## config.mk

```make
export PLATFORM = sky130hd
export DESIGN_NAME = input_debouncer
export DESIGN_NICKNAME = d
export VERILOG_FILES = /design/src/rtl/input_debouncer.sv
export SDC_FILE = /design/constraint.sdc
export NUM_CORES = 1
export LEC_CHECK = 0
export BUFFER_PORTS_ARGS = -buffer_cell sky130_fd_sc_hd__buf_2
export CAP_MARGIN = 20
export CORE_AREA = 2 2 39 41
export CTS_CLUSTER_DIAMETER = 40
export DETAILED_ROUTE_END_ITERATION = 7
export DIE_AREA = 0 0 41 43
export GPL_TIMING_DRIVEN = 1
export SLEW_MARGIN = 10
export SYNTH_ARGS = -nofsm -noshare
export SYNTH_HDL_FRONTEND = slang
export SYNTH_SLANG_ARGS = --single-unit
```

## constraint.sdc

```tcl
create_clock -name clk -period 1.1 [get_ports clk]
set_input_delay 0.165 -clock clk [delete_from_list [all_inputs] [get_ports clk]]
set_output_delay 0.165 -clock clk [all_outputs]
set_load 0.01 [all_outputs]
```

## src/rtl/input_debouncer.sv

```systemverilog
// ---------------------------------------------------------------------------
// input_debouncer
//
// Purpose:
//   Turns a raw, possibly bouncing single-bit input into a clean debounced
//   level plus one-cycle rise/fall/glitch strobes. A new level is accepted
//   only after the sampled input holds it for STABLE_CYCLES consecutive
//   clock edges. The debounced level drives the downstream edge and pulse
//   detectors.
//
// Parameters:
//   STABLE_CYCLES  consecutive samples needed to accept a new level (2..65535)
//
// Ports:
//   clk     in   sole clock, all logic on posedge
//   rst     in   synchronous active-high reset
//   a_raw   in   raw input level
//   a       out  debounced level (registered)
//   rise    out  one-cycle strobe when a goes 0->1 (registered)
//   fall    out  one-cycle strobe when a goes 1->0 (registered)
//   glitch  out  one-cycle strobe when a candidate change is abandoned
//
// Configuration macro:
//   INPUT_DEBOUNCER_SYNC_EN  when defined, a_raw passes through a 2-flop
//                            synchronizer (reset to 0) before the FSM, adding
//                            2 cycles of latency. When undefined, a_raw is
//                            assumed synchronous to clk and sampled directly.
// ---------------------------------------------------------------------------
module input_debouncer #(
  parameter int STABLE_CYCLES = 4
) (
  input  logic clk,
  input  logic rst,
  input  logic a_raw,
  output logic a,
  output logic rise,
  output logic fall,
  output logic glitch
);

  // Counter only has to reach STABLE_CYCLES-1, so clog2 bits suffice;
  // at least one bit is kept so the smallest legal setting still builds.
  localparam int CW = (STABLE_CYCLES > 2) ? $clog2(STABLE_CYCLES) : 1;
  localparam logic [CW-1:0] CNT_LAST = CW'(STABLE_CYCLES - 1);

  typedef enum logic [1:0] {
    STABLE_LOW  = 2'b00,
    ARM_HIGH    = 2'b01,
    STABLE_HIGH = 2'b10,
    ARM_LOW     = 2'b11
  } state_t;

  state_t        state;
  logic [CW-1:0] cnt;
  logic          s;

`ifdef INPUT_DEBOUNCER_SYNC_EN
  logic [1:0] sync_q;

  // Two-flop synchronizer for inputs that are asynchronous to clk.
  always_ff @(posedge clk) begin
    if (rst) begin
      sync_q <= 2'b00;
    end else begin
      sync_q <= {sync_q[0], a_raw};
    end
  end

  assign s = sync_q[1];
`else
  assign s = a_raw;
`endif

  // Debounce FSM. The strobes default low every edge so each one lasts
  // exactly one cycle. When the input reverts on the same edge that would
  // have completed acceptance, the revert is checked first, so the old
  // level wins and only glitch fires.
  always_ff @(posedge clk) begin
    if (rst) begin
      state  <= STABLE_LOW;
      cnt    <= '0;
      a      <= 1'b0;
      rise   <= 1'b0;
      fall   <= 1'b0;
      glitch <= 1'b0;
    end else begin
      rise   <= 1'b0;
      fall   <= 1'b0;
      glitch <= 1'b0;
      case (state)
        STABLE_LOW: begin
          cnt <= '0;
          if (s) begin
            state <= ARM_HIGH;
            cnt   <= CW'(1);
          end
        end
        ARM_HIGH: begin
          if (!s) begin
            state  <= STABLE_LOW;
            cnt    <= '0;
            glitch <= 1'b1;
          end else if (cnt == CNT_LAST) begin
            state <= STABLE_HIGH;
            cnt   <= '0;
            a     <= 1'b1;
            rise  <= 1'b1;
          end else begin
            cnt <= cnt + CW'(1);
          end
        end
        STABLE_HIGH: begin
          cnt <= '0;
          if (!s) begin
            state <= ARM_LOW;
            cnt   <= CW'(1);
          end
        end
        ARM_LOW: begin
          if (s) begin
            state  <= STABLE_HIGH;
            cnt    <= '0;
            glitch <= 1'b1;
          end else if (cnt == CNT_LAST) begin
            state <= STABLE_LOW;
            cnt   <= '0;
            a     <= 1'b0;
            fall  <= 1'b1;
          end else begin
            cnt <= cnt + CW'(1);
          end
        end
        default: begin
          // Unreachable encodings recover to a known quiet state.
          state <= STABLE_LOW;
          cnt   <= '0;
          a     <= 1'b0;
        end
      endcase
    end
  end

endmodule

```

==> impl_metrics.env <==
export IMPL_wl_um=468
export IMPL_p_sw_mw=0.115
export IMPL_critPathMaxStageDelay_ps=310
export IMPL_vias=218
export IMPL_hp_class="in2reg"
export IMPL_worstPathCellList="ha_2 > a31o_2 > a32o_1"
export IMPL_finalPower_mw=0.551
export IMPL_ant_nets=0
export IMPL_drv_slew=0
export IMPL_maxCapViolations=0
export IMPL_place_area_um2=359
export IMPL_pwr_share_clk_pct=39.9
export IMPL_fin_util_pct=27.8
export IMPL_yosysWarnings=0
export IMPL_worst_slew_pin_slew_ps=254
export IMPL_cp_arrival_ps=1200
export IMPL_synth_nets=33
export IMPL_top_layer="met4"
export IMPL_cts_hold_fix_buffers=0
export IMPL_max_clock_freq_ghz=0.951
export IMPL_async_reset_ff_share_pct=0
export IMPL_peakVddDrop_mv=0.813
export IMPL_fp_row_count=14
export IMPL_grt_max_degree=10
export IMPL_grt_usage_pct=6.83
export IMPL_fp_coreArea_mm2=0.00138
export IMPL_netSwitchingFraction_pct=20.9
export IMPL_dp_hpwl_um=351
export IMPL_synth_seq_area_share_pct=51.0
export IMPL_yosysMostFrequentCell="dfxtp_1"
export IMPL_io_pin_count=7
export IMPL_synth_ff_type="dfxtp_1"
export IMPL_crit_fanout=5
export IMPL_clkLatencyLatePin_ps=250
export IMPL_dieArea_mm2=0.00176
export IMPL_drt_iter0_drc=1
export IMPL_drc=0
export IMPL_synth_common_cells="dfxtp_1 (8), nand3b_1 (2), nor3b_1 (2)"
export IMPL_avgSynthCellArea_um2=10.8
export IMPL_wl_met1_um=246
export IMPL_static_leakage_power_nw=0.167
export IMPL_hold_viol_final=0
export IMPL_yosys_area_top_type_share_pct=51.0
export IMPL_r2r_end="a$_SDFFE_PP0P_"
export IMPL_startpoint_type="flop"
export IMPL_firstDrtPassIters=2
export IMPL_reg2reg_from="cnt[0]$_SDFF_PP0_"
export IMPL_antenna_found_initial=0
export IMPL_viasPerCell=4.11
export IMPL_die_w_um=41
export IMPL_die_y_um=43
export IMPL_outcome="completed"
export IMPL_nets=43
export IMPL_wl_met2_um=180
export IMPL_gp_congestion=0.624
export IMPL_slowest_stage="dfxtp_1"
export IMPL_grt_pass1_vias=199
export IMPL_p_per_area_mw_per_mm2=1440
export IMPL_setup_violations=0
export IMPL_area_growth_pct=22.3
export IMPL_insertedDiodeCount=0
export IMPL_wl_per_cell_um=8.83
export IMPL_grt_overflow_total=0
export IMPL_cts_tree="done"
export IMPL_cts_sinks=8
export IMPL_postSynthCellCount=29
export IMPL_min_from="rst"
export IMPL_htreeDepth=1
export IMPL_grt_pass1_wl_um=752
export IMPL_yosysTopAreaCell="dfxtp_1"
export IMPL_critPathBufInv=0
export IMPL_skew_ps=0.565
export IMPL_r2r_cells=3
export IMPL_path_class="reg2reg"
export IMPL_yosys_top_cells_area="dfxtp_1 (51%), nand3b_1 (4.8%), nor3b_1 (4.8%)"
export IMPL_drive_gt1_share_pct=37.8
export IMPL_wl_met3_um=30
export IMPL_internal_power_mw=0.436
export IMPL_fin_cells=53
export IMPL_rsz0062_at_grt="yes"
export IMPL_placement_io_buffers=6
export IMPL_synth_seq_cells=8
export IMPL_holdPathStages=2
export IMPL_synth_area_um2=314
export IMPL_fin_crit_sh_pct=95.5
export IMPL_post_cts_buffers=0
export IMPL_maxSlewHeadroom_pct=83.0
export IMPL_fin_setup_tns_ps=0
export IMPL_clkTransAtPathRegs_ps=50
export IMPL_clk_path_buf_depth=2
export IMPL_cts_made_buffers=3
export IMPL_cp_top_family="compound AO/OA/AOI/OAI gates"
export IMPL_fin_area_um2=384
export IMPL_power_frac_comb_pct=5.1
export IMPL_synth_edf_count=0
export IMPL_rrSetupSlack_ps=50
export IMPL_cts_root_buffer="clkbuf_4"
export IMPL_initial_core_util_pct=22.7
export IMPL_seqPwrFrac_pct=55.1
export IMPL_cp_end_kind="flop"
export IMPL_final_min_clock_period_ps=1050
export IMPL_dpl_cell_count=50
export IMPL_synth_cell_types=20
export IMPL_worstPathRequired_ps=1240
==> per-stage QoR <==
| step | hold WS, ps | setup WS, ps |
|---|---|---|
| finish | 121 | 49.0 |
| global route | 124 | -2.76 |
| CTS | 114 | 47.0 |
| detailed placement | 386 | -0.881 |
| global placement | 385 | 3.85 |
| floorplan | 234 | 14.3 |
==> placed cells by master, fill, tap and decap left out <==
| master | instances |
|---|---|
| nand3_1 | 1 |
| dfxtp_1 | 8 |
| inv_1 | 1 |
| a32o_1 | 1 |
| and3_1 | 1 |
| clkbuf_4 | 3 |
| and3_2 | 1 |
| a21bo_2 | 1 |
| a31o_2 | 1 |
| nand3b_1 | 2 |
| nor3b_1 | 2 |
| ha_2 | 1 |
| and4_1 | 1 |
| buf_4 | 1 |
| xnor2_1 | 1 |
| nor2_1 | 1 |
| o21ai_0 | 1 |
| xor2_1 | 1 |
| a211oi_1 | 1 |
| buf_2 | 6 |
| a21oi_1 | 1 |
==> kinds of logic (layout without fill, tap and decap cells) <==
group           after synthesis  in the layout  synth area share (%)
compound gates                6              6                  14.7
flops                         8              8                  51.0
buf+inv                       3             11                  5.18
xor+xnor                      2              2                  5.58
fa+ha+maj                     1              1                  3.98
simple gates                  9              9                  19.5
==> area by class of cell <==
type	instances	area [um2]
Fill cell	143	1000
Multi-Input combinational cell	18	140
Tap cell	16	20.0
Clock buffer	3	22.5
Inverter	1	3.75
Sequential cell	8	160
Timing Repair Buffer	7	37.5
==> routing by layer <==
metal  GRT usage [%]  up-vias
li1                -      121
met1            8.39       89
met2            7.50        6
met3            4.71        2
met4            6.00        0
met5               0        -
==> worst max-delay path by stage <==
| stage | from | to | slack, ps | cells after the start |
|---|---|---|---|---|
| floorplan | cnt[0]$_SDFF_PP0_ | a$_SDFFE_PP0P_ | 10 | 3 |
| global placement | cnt[0]$_SDFF_PP0_ | a$_SDFFE_PP0P_ | 4 | 3 |
| detailed placement | cnt[0]$_SDFF_PP0_ | a$_SDFFE_PP0P_ | -0.9 | 3 |
| CTS | cnt[0]$_SDFF_PP0_ | a$_SDFFE_PP0P_ | 50 | 3 |
| global route | cnt[0]$_SDFF_PP0_ | fall$_SDFF_PP0_ | -3 | 4 |
| finish | cnt[0]$_SDFF_PP0_ | a$_SDFFE_PP0P_ | 50 | 3 |
==> power groups by stage <==
stage	clock, mW	combinational [mW]	sequential, mW
CTS	0.232	0.0282	0.303
detailed placement	0	0.0281	0.309
finish	0.220	0.0279	0.304
global route	0.244	0.0324	0.304
floorplan	0	0.0234	0.307
global placement	0	0.0275	0.309
==> what timing repair did <==
action,in CTS,in global routing
cloned,0,0
hold endpoints to repair,0,0
resized for setup,1,0
setup endpoints to repair,1,1
Power figures use the tool's default switching activity.
